[src/rtl/audio_level_meter_pkg.sv]
// rtl/audio_level_meter_pkg.sv - shared types and helpers for the level-meter pipeline
package audio_level_meter_pkg;

  typedef enum logic [1:0] {
    IDLE = 2'd0,
    SCAN = 2'd1,
    EMIT = 2'd2
  } meter_state_t;

  function automatic int position_width(input int width);
    return $clog2(width);
  endfunction

endpackage

[src/rtl/peak_accumulator.sv]
// rtl/peak_accumulator.sv - per-channel peak magnitude over a window of frames
module peak_accumulator #(
  parameter int sample_width = 16,
  parameter int decimation   = 256
) (
  input  logic                    clk,
  input  logic                    reset,
  input  logic                    accept,
  input  logic [sample_width-1:0] mag_l,
  input  logic [sample_width-1:0] mag_r,
  output logic                    last_frame,
  output logic                    window_done,
  output logic [sample_width-1:0] pk_l,
  output logic [sample_width-1:0] pk_r
);

  localparam int CW = $clog2(decimation);

  logic [sample_width-1:0] acc_l, acc_r;
  logic [sample_width-1:0] max_l, max_r;
  logic [CW-1:0]           frame_cnt;

  assign max_l      = (mag_l > acc_l) ? mag_l : acc_l;
  assign max_r      = (mag_r > acc_r) ? mag_r : acc_r;
  assign last_frame = (frame_cnt == CW'(decimation - 1));

  always_ff @(posedge clk) begin
    if (!reset) begin
      acc_l       <= '0;
      acc_r       <= '0;
      pk_l        <= '0;
      pk_r        <= '0;
      frame_cnt   <= '0;
      window_done <= 1'b0;
    end else begin
      window_done <= 1'b0;
      if (accept) begin
        if (last_frame) begin
          // the closing frame's own magnitude counts toward the published peak
          pk_l        <= max_l;
          pk_r        <= max_r;
          acc_l       <= '0;
          acc_r       <= '0;
          frame_cnt   <= '0;
          window_done <= 1'b1;
        end else begin
          acc_l     <= max_l;
          acc_r     <= max_r;
          frame_cnt <= frame_cnt + CW'(1);
        end
      end
    end
  end

endmodule

[src/rtl/audio_sample_to_indicator_position.sv]
// rtl/audio_sample_to_indicator_position.sv - windowed stereo peak to 3 dB-step indicator position
module audio_sample_to_indicator_position
  import audio_level_meter_pkg::*;
#(
  parameter int sample_width = 16,
  parameter int width        = 32,
  parameter int decimation   = 256
) (
  input  logic                              clk,
  input  logic                              reset,
  input  logic                              i_valid,
  output logic                              i_ready,
  input  logic [sample_width-1:0]           i_left,
  input  logic [sample_width-1:0]           i_right,
  output logic                              o_valid,
  input  logic                              o_ready,
  output logic                              o_is_left,
  output logic [position_width(width)-1:0]  o_position
);

  localparam int PW     = position_width(width);
  localparam int IW     = $clog2(sample_width);
  localparam int LW     = $clog2(2 * sample_width) + 1;
  localparam int OFFSET = 2 * sample_width - width;
  localparam logic [IW-1:0] TOP_IDX = IW'(sample_width - 1);

  function automatic logic [sample_width-1:0] magnitude(input logic [sample_width-1:0] s);
    return s[sample_width-1] ? (~s + sample_width'(1)) : s;
  endfunction

  meter_state_t            state, state_n;
  logic                    ch_right, ch_right_n;
  logic [IW-1:0]           idx, idx_n;
  logic [PW-1:0]           pos_n;
  logic                    is_left_n;
  logic                    ready_en;
  logic                    accept, last_frame, window_done;
  logic [sample_width-1:0] pk_l, pk_r, cur_pk;
  logic                    bit_below;
  logic [LW-1:0]           level;
  logic [PW-1:0]           scan_pos;

  // the window-closing frame waits until the previous pair has drained
  assign i_ready = ready_en && !(last_frame && (state != IDLE));
  assign accept  = i_valid && i_ready;
  assign o_valid = (state == EMIT);

  peak_accumulator #(
    .sample_width(sample_width),
    .decimation  (decimation)
  ) u_peak (
    .clk        (clk),
    .reset      (reset),
    .accept     (accept),
    .mag_l      (magnitude(i_left)),
    .mag_r      (magnitude(i_right)),
    .last_frame (last_frame),
    .window_done(window_done),
    .pk_l       (pk_l),
    .pk_r       (pk_r)
  );

  // level = 2k + (bit below leading one) + 1, shifted down to the meter range
  always_comb begin
    cur_pk    = ch_right ? pk_r : pk_l;
    bit_below = (idx != '0) ? cur_pk[idx - IW'(1)] : 1'b0;
    level     = '0;
    if (cur_pk[idx]) level = (LW'(idx) << 1) + LW'(bit_below) + LW'(1);
    scan_pos = '0;
    if (level > LW'(OFFSET)) scan_pos = PW'(level - LW'(OFFSET));
  end

  always_comb begin
    state_n    = state;
    ch_right_n = ch_right;
    idx_n      = idx;
    pos_n      = o_position;
    is_left_n  = o_is_left;
    case (state)
      IDLE: begin
        if (window_done) begin
          state_n    = SCAN;
          ch_right_n = 1'b0;
          idx_n      = TOP_IDX;
        end
      end
      SCAN: begin
        if (cur_pk[idx] || (idx == '0)) begin
          pos_n     = scan_pos;
          is_left_n = !ch_right;
          state_n   = EMIT;
        end else begin
          idx_n = idx - IW'(1);
        end
      end
      EMIT: begin
        if (o_ready) begin
          if (!ch_right) begin
            state_n    = SCAN;
            ch_right_n = 1'b1;
            idx_n      = TOP_IDX;
          end else begin
            state_n = IDLE;
          end
        end
      end
      default: state_n = IDLE;
    endcase
  end

  always_ff @(posedge clk) begin
    if (!reset) begin
      state      <= IDLE;
      ch_right   <= 1'b0;
      idx        <= TOP_IDX;
      o_position <= '0;
      o_is_left  <= 1'b0;
      ready_en   <= 1'b0;
    end else begin
      state      <= state_n;
      ch_right   <= ch_right_n;
      idx        <= idx_n;
      o_position <= pos_n;
      o_is_left  <= is_left_n;
      ready_en   <= 1'b1;
    end
  end

endmodule

[config.mk]
export PLATFORM = sky130hd
export DESIGN_NAME = audio_sample_to_indicator_position
export DESIGN_NICKNAME = d
export VERILOG_FILES = /design/src/rtl/audio_level_meter_pkg.sv /design/src/rtl/peak_accumulator.sv /design/src/rtl/audio_sample_to_indicator_position.sv
export SDC_FILE = /design/constraint.sdc
export NUM_CORES = 1
export LEC_CHECK = 0
export CAP_MARGIN = 10
export CORE_MARGIN = 2
export CORE_UTILIZATION = 43
export CTS_CLUSTER_SIZE = 10
export DETAILED_ROUTE_END_ITERATION = 6
export GPL_ROUTABILITY_DRIVEN = 0
export GPL_TIMING_DRIVEN = 0
export HOLD_SLACK_MARGIN = 0.12
export PLACE_DENSITY_LB_ADDON = 0.05
export SLEW_MARGIN = 20
export SYNTH_ARGS = -nofsm -noshare
export SYNTH_HDL_FRONTEND = slang
export SYNTH_SLANG_ARGS = --single-unit
[constraint.sdc]
create_clock -name clk -period 4.55 [get_ports clk]
set_input_delay 1.365 -clock clk [delete_from_list [all_inputs] [get_ports clk]]
set_output_delay 1.365 -clock clk [all_outputs]
set_load 0.01 [all_outputs]
After elaboration in Yosys (flattened, before gate mapping)
Index checks and enable logic that the tools add are counted.

Register bits after elaboration: 87. Input port bits: 36. Output and inout port bits: 8.

Add/sub/neg operators: 6. Order comparisons: 5. Equality and inequality tests: 8. Multiplexer cells: 30. Bitwise gates (word level): 2. Reduce and logical (&&, ||, !) cells: 18.

Operators with widths (count): $mux W16 (7); $add A16 B1 Y16 const B (2); $gt A16 B16 Y1 (2); $not A16 Y16 (2); $mux W4 (4); $pmux W4 S3 (1); $lt A4 B5 Y1 const B (2); $add A8 B1 Y8 const B (1); $bmux W1 S4 (2); $eq A8 B8 Y1 const B (1); $mux W1 (8); $mux W8 (1); $add A5 B1 Y6 (1); $add A6 B1 Y6 const B (1); $gt A6 B1 Y1 const B (1); $mux W2 (3); $mux W6 (1); $ne A2 B2 Y1 const B (3); $pmux W2 S3 (1); $reduce_and A2 Y1 (3); $reduce_and A3 Y1 (2); $mux W5 (1); $reduce_and A5 Y1 (1); $logic_not A4 Y1 (1); other kinds (12) (17).

Depth between registers and ports, before layout
Word-level depth: 9. Depth in mapped cells: 16. Mapped depth without buffers: 14.

Cells and area by module
From an unflattened synthesis, not the netlist that was laid out.

Cells, all modules: 739. Area, all modules: 6125.9 µm².

Modules (own cells, without submodules): peak_accumulator (times used 1, cells each 526, area an instance 4214.0 µm², seq. area each 1461.4 µm²); audio_sample_to_indicator_position (times used 1, cells each 213, area an instance 1911.8 µm², seq. area each 280.3 µm²).

Worst setup path before layout
Ideal clock, no wire load.

Path type: input -> register. Start point: input i_left[10]. End point: register u_peak.pk_l[15]. Setup time: 122 ps. Arrival time: 4369 ps. Path slack: 59 ps. Stages: 13. Path through: or4_1 -> or2_2 -> o31ai_1 -> xor2_1 -> inv_1 -> ha_1 -> nand4_1 -> or2_1 -> o22ai_1 -> a211o_1 -> nand2_1 -> clkbuf_1 -> a311o_1.

Cells in the longest elaborated chain, start to end: 5.

RTL lines: start: declaration (RTL line audio_sample_to_indicator_position.sv:13) `input logic [sample_width-1:0] i_left,`; $not A16 Y16 (RTL line audio_sample_to_indicator_position.sv:28) `return s[sample_width-1] ? (~s + sample_width'(1)) : s;`; $add A16 B1 Y16 (RTL line audio_sample_to_indicator_position.sv:28); $mux W16 * (RTL line audio_sample_to_indicator_position.sv:28); $gt A16 B16 Y1 (RTL line peak_accumulator.sv:23) `assign max_l = (mag_l > acc_l) ? mag_l : acc_l;`; $mux W16 * (RTL line peak_accumulator.sv:23); end signal: assignment (RTL line peak_accumulator.sv:40) `pk_l <= max_l;`; end: declaration (RTL line peak_accumulator.sv:13) `output logic [sample_width-1:0] pk_l,`.

Every way passes the cells marked *; elsewhere a longest branch is shown, timed or not. A chain may end at the register's enable or synchronous reset.

Worst setup path after layout
Start point: input i_right[10]. End point: register u_peak.pk_r[3].

Cells in the longest elaborated chain, start to end: 5.

RTL lines: start: declaration (RTL line audio_sample_to_indicator_position.sv:14) `input logic [sample_width-1:0] i_right,`; $not A16 Y16 (RTL line audio_sample_to_indicator_position.sv:28); $add A16 B1 Y16 (RTL line audio_sample_to_indicator_position.sv:28); $mux W16 * (RTL line audio_sample_to_indicator_position.sv:28); $gt A16 B16 Y1 * (RTL line peak_accumulator.sv:24) `assign max_r = (mag_r > acc_r) ? mag_r : acc_r;`; $mux W16 * (RTL line peak_accumulator.sv:24); end signal: assignment (RTL line peak_accumulator.sv:41) `pk_r <= max_r;`; end: declaration (RTL line peak_accumulator.sv:14) `output logic [sample_width-1:0] pk_r`.

Marked as above.

==> flow_summary.yaml <==
outcome:
  result_of_the_run: "finished clean"
timing:
  slew-limit-headroom_pct: 43.44
  fin_setup_tns_ns: 0
  layout_min_cycle_time_ns: 4.501
  layout_worst_path_cycle_share_pct: 98.92
  worst_pin_slew_ns: 0.8453
  report.final.slew_viol_count: 0
  maxClockFrequency_mhz: 222.2
  setup_viol: 0
  final.setup.worst_slack_ns: 0.04936
  rsz_0062_raised_after_global_routing: "true"
  final_hold_vio_count: 0
  timing.clock.skew_ns: 0.009538
route:
  detail_route.drc_violations: 0
  vias_per_cell: 6.116
  drtIter0Drc: 609
  routed-via-count: 6495
  detail_route.first_pass.iterations: 5
  drt_wl_total_um: 20930
  post_drt_wl_per_cell_um: 19.71
  postRouteAntennaNets: 0
floorplan:
  core_area_um2: 14420
  initial_core_util_pct: 43.65
  dieWidth_um: 125.0
  io_pins: 44
  die_y_um: 125.0
  core.rowCount: 44
  fp.dieArea_um2: 15630
setup_path:
  worstSetupEndpointType: "flip-flop"
  worst_ep_arrival_time_ns: 4.75
  crit_end: "u_peak.pk_r[3]"
  source_of_the_critical_timing_path: "i_right[10]"
  timing.setup.critical_path_class: "in2reg"
  crit-reg2reg-capture: "o_position[4]"
  required_ns: 4.80
  start_kind: "primary input"
  crit-reg2reg-launch: "idx[0]"
  r2r_slack_ns: 1.40
  ff2ff_path_depth: 13
  critical_path_peak_fanout: 10
clock_network:
  cts.reportedPaths.clkPinSlew_ns: 0.06
  tritoncts: "built"
  clock_tree.htree_level_count: 3
  cts-root-buf: "sky130_fd_sc_hd__clkbuf_16"
  cts.hold.buffers_added: 0
  cts.path.max_buffers: 2
  tritoncts_num_sinks: 87
  worstSkewPairLatency_ns: 0.36
  cts_buffers: 9
global_route:
  grt_pass1_wl_um: 33710
  via_count_of_the_first_global_routing_pass: 6381
  grt_start_max_net_pins: 15
  total_overflow_reported_by_the_global_router: 0
  number_of_antenna_violations_at_the_first_check_in_global_routing: 0
  gr-usage-all-layers_pct: 26.95
synthesis:
  yosysUniqueCellTypes: 58
  synthFlopType: "sky130_fd_sc_hd__dfxtp_1"
  synth_fp_nets: 875
  post_synth.cell_area_avg_um2: 7.860
  post_synth_instance_area_um2: 6296
  ys.warnings.count: 0
  synth-async-reset-ratio_pct: 0
  synth-seq-cells: 87
  synth_enable_flop_cells: 0
  post_synth_inst_count: 801
  synth.yosys.seq_area_share_pct: 27.66
layout:
  num-nets-final: 947
  fillers: 1370
  mostFrequentLayoutCell: "sky130_fd_sc_hd__dfxtp_1"
  multiInputGateArea_um2: 4393
  antennaDiodeCount: 0
  sequential_cell_area_um2: 1742
  syn2layout_area_growth_pct: 23.01
  mostFrequentLayoutCells: "sky130_fd_sc_hd__dfxtp_1 (87), sky130_fd_sc_hd__nand3_1 (81), sky130_fd_sc_hd__nand2_1 (65), sky130_fd_sc_hd__nor2_1 (55), sky130_fd_sc_hd__o21ai_0 (51)"
  final_layout_size_suffix_gt1_share_pct: 14.24
job:
  drv_cap: 0
pwr:
  total_power_of_the_final_layout_mw: 2.070
  power_density_nw_per_um2: 267.3
  peakVddDrop_mv: 0.2450
  static-leakage-power_nw: 2.892
place:
  hpwl_um: 15910
  dp_slack_ns: -1.208
  io_buffers: 42
worst_hold_path:
  hold_path_class: "reg2reg"
-- layer usage --
metal / part of all wire (%) / GRT usage [%] / wire length (um) / vias to the layer above
met3: 8.1 / 5.135 / 1698 / 39
met4: 2.7 / 8.366 / 561 / 0
met1: 43 / 36.05 / 8962 / 3079
li1: - / - / - / 3101
met5: 0 / 0 / 0 / -
met2: 46 / 44.21 / 9703 / 276
-- per-stage QoR --
stage / utilization [%] / std cells / cell area [um2] / hold slack (ns)
after CTS: 52.06 / 1054 / 7510 / 0.4592
after detailed placement: 48.16 / 1027 / 6947 / 0.4509
final: 53.70 / 1062 / 7745 / 0.4518
after floorplan: - / 801 / 6296 / 0.4569
after global placement: 48.16 / 1027 / 6947 / 0.4397
after global routing: 53.70 / 1062 / 7745 / 0.4796
-- state kept, by name (all words and copies together) (netlist names) --
signal,flops
u_peak.pk_l,16
o_position,5
u_peak.pk_r,16
ch_right,1
u_peak.acc_l,16
state,2
idx,4
ready_en,1
o_is_left,1
u_peak.acc_r,16
u_peak.frame_cnt,8
u_peak.window_done,1
-- worst min path at each step --
stage               slack [ns]            start         endpoint  cells after the start
floorplan                 0.46  u_peak.pk_r[11]  u_peak.pk_r[11]                      2
global placement          0.44    o_position[0]    o_position[0]                      2
detailed placement        0.45    o_position[0]    o_position[0]                      2
CTS                       0.46    o_position[0]    o_position[0]                      2
global route              0.48    o_position[0]    o_position[0]                      2
finish                    0.45    o_position[0]    o_position[0]                      2
-- report_power, final --
part	total, mW	internal [mW]	leakage (nW)	switching [mW]
sequential	0.796	0.781	0.704	0.0146
clock	0.775	0.441	0.146	0.333
combinational	0.500	0.194	2.04	0.306
total	2.07	1.42	2.89	0.654
-- Yosys cell counts, types with 9 or more instances --
master                     count  share of area [%]
sky130_fd_sc_hd__dfxtp_1      87                 28
sky130_fd_sc_hd__nand3_1      82                6.5
sky130_fd_sc_hd__nand2_1      66                3.9
sky130_fd_sc_hd__o21ai_0      63                5.0
sky130_fd_sc_hd__nor2_1       59                3.5
sky130_fd_sc_hd__inv_1        48                2.9
sky130_fd_sc_hd__clkbuf_1     42                2.5
sky130_fd_sc_hd__ha_1         38                7.6
sky130_fd_sc_hd__o311ai_0     32                4.5
sky130_fd_sc_hd__xnor2_1      22                3.1
sky130_fd_sc_hd__nand4_1      18                1.8
sky130_fd_sc_hd__mux2i_1      17                2.7
sky130_fd_sc_hd__nor2b_1      15                1.5
sky130_fd_sc_hd__o211ai_1     13                1.6
sky130_fd_sc_hd__o221ai_1     13                1.8
sky130_fd_sc_hd__nand2b_1     12                1.2
sky130_fd_sc_hd__xor2_1       12                1.7
sky130_fd_sc_hd__a22oi_1      11                1.3
sky130_fd_sc_hd__and3_1       11                1.1
sky130_fd_sc_hd__a21oi_1      10               0.79
sky130_fd_sc_hd__mux4_2        9                3.2
-- critical path, cell delays in order --
cell                              delay (ns)
sky130_fd_sc_hd__clkdlybuf4s50_1        0.45
sky130_fd_sc_hd__or4_1                  0.56
sky130_fd_sc_hd__or2_2                  0.34
sky130_fd_sc_hd__o21ai_1                0.21
sky130_fd_sc_hd__xnor2_2                0.12
sky130_fd_sc_hd__ha_1                   0.32
sky130_fd_sc_hd__nand4_1                0.13
sky130_fd_sc_hd__or2_4                  0.31
sky130_fd_sc_hd__o22ai_4                0.22
sky130_fd_sc_hd__a211o_1                0.15
sky130_fd_sc_hd__nand2_1                0.11
sky130_fd_sc_hd__buf_4                  0.20
sky130_fd_sc_hd__o311ai_1               0.28
-- cell families (layout without fill, tap and decap cells) --
kind of cell | after synthesis | count (layout) | synth area share [%]
mux | 28 | 28 | 6.280
compound gates | 196 | 196 | 21.84
fa+ha+maj | 38 | 38 | 7.552
simple gates | 309 | 309 | 24.78
xor+xnor | 34 | 34 | 4.730
flops | 87 | 87 | 27.66
buf+inv | 109 | 186 | 7.154
-- repair_timing --
| action | CTS | global route |
|---|---|---|
| cloned | 1 | 0 |
| pin swaps | 15 | 21 |
| setup endpoints to repair | 64 | 64 |
| hold endpoints to repair | 0 | 0 |
| setup buffers | 11 | 8 |
| gates resized for setup | 70 | 67 |
-- final cells by class --
| type | count | share of cell area [%] |
|---|---|---|
| Multi-Input combinational cell | 605 | 56.72 |
| Buffer | 60 | 4.103 |
| Inverter | 48 | 2.326 |
| Clock inverter | 5 | 0.7270 |
| Sequential cell | 87 | 22.49 |
| Tap cell | 184 | 2.973 |
| Clock buffer | 11 | 3.134 |
| Timing Repair Buffer | 62 | 7.528 |
Power figures use the tool's default switching activity.
==> RTL edit (config.mk and constraints unchanged) <==
`sample_width` is set to 16 in 2 places; all go to 32.
--- a/src/rtl/peak_accumulator.sv
+++ b/src/rtl/peak_accumulator.sv
@@ -1,5 +1,5 @@
 // rtl/peak_accumulator.sv - per-channel peak magnitude over a window of frames
 module peak_accumulator #(
-  parameter int sample_width = 16,
+  parameter int sample_width = 32,
   parameter int decimation   = 256
 ) (
--- a/src/rtl/audio_sample_to_indicator_position.sv
+++ b/src/rtl/audio_sample_to_indicator_position.sv
@@ -3,5 +3,5 @@
   import audio_level_meter_pkg::*;
 #(
-  parameter int sample_width = 16,
+  parameter int sample_width = 32,
   parameter int width        = 32,
   parameter int decimation   = 256
Ports: changed (resized i_left and i_right); port bits go from 44 to 76. The function was not compared with the original's and may differ.
==> RTL edit against the unedited design <==
  * The run now ends with negative setup slack left
  * Via count increased by 44%
  * Sequential power rose by 76%
  * Worst setup slack got worse by 660 ps
  * Synthesized cell count increased by 41%
  * Sequential share of layout area is 0.18 points lower
  * Cell area is 76% higher
  * Wire length rose by 45%
  * Area after synthesis is 58% higher
  * Register-to-register slack worse by 1200 ps
  * Cell count increased by 50%
  * Utilization up 6.4 points
  * Sequential cell count increased by 65
  * Total power up 97%
  * Fmax is 13% lower
  * Largest cell class unchanged
  * Largest power group is now clock
==> RTL edit: results (changes against the unedited design) <==
- Wire per inst: 19.1 um (-3.2%)
- Clock Buffer Count: 22 (+11)
- Seq/Total Area, Yosys: 30.5% (+2.9 points)
- PortBufs: 75 (+79%)
- Crit. Startpoint: i_left[23]
- Worst hold start: u_peak.pk_l[16]
- DP HPWL: 22100 um (+39%)
- Clock Skews: 14.0 ps (+4.43 ps)
- Count of non-CTS inverters in the layout: 101 (+110%)
- Compound-gate portion of the synthesized area: 22.0% (+0.14 points)
- Final Total Pwr: 4.08 mW (+97%)
- Cells on worst reg2reg path: 14 (+1)
- Number of synthesis warnings: 0 (unchanged)
- Worst-Margin Slew: 816 ps (-29.7 ps)
- Syn_area_per_cell: 8.80 um^2 (+12%)
- Worst-path fanout max: 8 (-2)
- Htree depth: 4 (+1)
- Seq area share: 22.3% (-0.18 points)
- Syn Nets: 1272 (+45%)
- Lkg Pwr: 5.16 nW (+78%)
- Number of global-route vias before repair: 8881 (+39%)
- Outcome: finished, violations left
- Internal reg-to-reg setup slack: 240 ps (-1160 ps)
- FFs & Latches: 152 (+75%)
- FILL cells: 2004 (+46%)
- Final worst slack: -613 ps (-662 ps)
- Synth Area in XOR/XNOR: 6.12% (+1.4 points)
- Met2 wire len: 14100 um (+46%)
- Share of layout cells above drive strength 1: 24.5% (+10 points)
- RR Endpoint: o_position[2]
- Hold Crit Endpoint: u_peak.pk_l[16]
- NonClk Buf Share: 15.4% (+3.8 points)
- Most frequent cells after synthesis: dfxtp_1 (152), inv_1 (99), nand2_1 (98), ha_1 (71), mux2i_1 (68)
- # setup viols final: 128 (+128)
- Met1 WL: 14500 um (+62%)
- GR Util All Layers: 25.1% (-1.9 points)
- Hold WS: 457 ps (+4.81 ps)
- Met2 Track Usage GR: 40.0% (-4.2 points)
- Top Layer Used: met4
- First-pass GRT wire length: 47800 um (+42%)
- Pre-CTS setup slack: -1780 ps (-573 ps)
- Clock latency on the worst-skew pair: 440 ps (+80 ps)
- Peak VDD IR: 0.201 mV (-18%)
- Wire length on met3: 1500 um (-11%)
- Layout net count: 1438 (+52%)
- Multiplexer area fraction after synthesis: 11.6% (+5.4 points)
- Vias per Instance: 5.86 (-4.1%)
- Inserted Clock Buffers: 17 (+8)
- Largest net degree at the start of global routing: 17 (+2)
- Post-Synth Adder-Cell Area: 8.91% (+1.4 points)
- Met3 Use GR: 4.32% (-0.81 points)
- Multi-In Gates: 812 (+34%)
- Failing checks: negative setup slack
- Netlist cell types: 67 (+16%)
[RTL edit: through the flow]
step | instances | setup TNS [ps]
final | 1595 | -59920
after global routing | 1595 | -74240
after CTS | 1579 | -48180
after detailed placement | 1493 | -207660
after global placement | 1493 | -208460
after floorplan | 1133 | -48830
[RTL edit: where the power goes]
group	switching (mW)	leakage [nW]	total [mW]	internal [mW]
combinational	0.548	3.61	1.11	0.560
sequential	0.0326	1.23	1.40	1.37
clock	0.563	0.316	1.57	1.01
total	1.14	5.16	4.08	2.94
[RTL edit: critical path: stages]
cell and delay [ps]:
clkdlybuf4s50_1 580, or4_4 520, or3_1 410, o21ai_1 180
xnor2_1 130, ha_1 320, nand3_1 80, or3_4 370
or4_4 450, a21oi_2 120, o22a_1 140, buf_6 120
buf_12 100, o21ai_4 60, buf_12 180, buf_8 130
a32o_1 210
[RTL edit: what timing repair did]
action                                  4_1_cts  5_1_grt
gates cloned                                  9        3
setup buffers                                47       14
resized for setup                           183       82
pin swaps                                    85       48
endpoints found under the setup margin      128      128
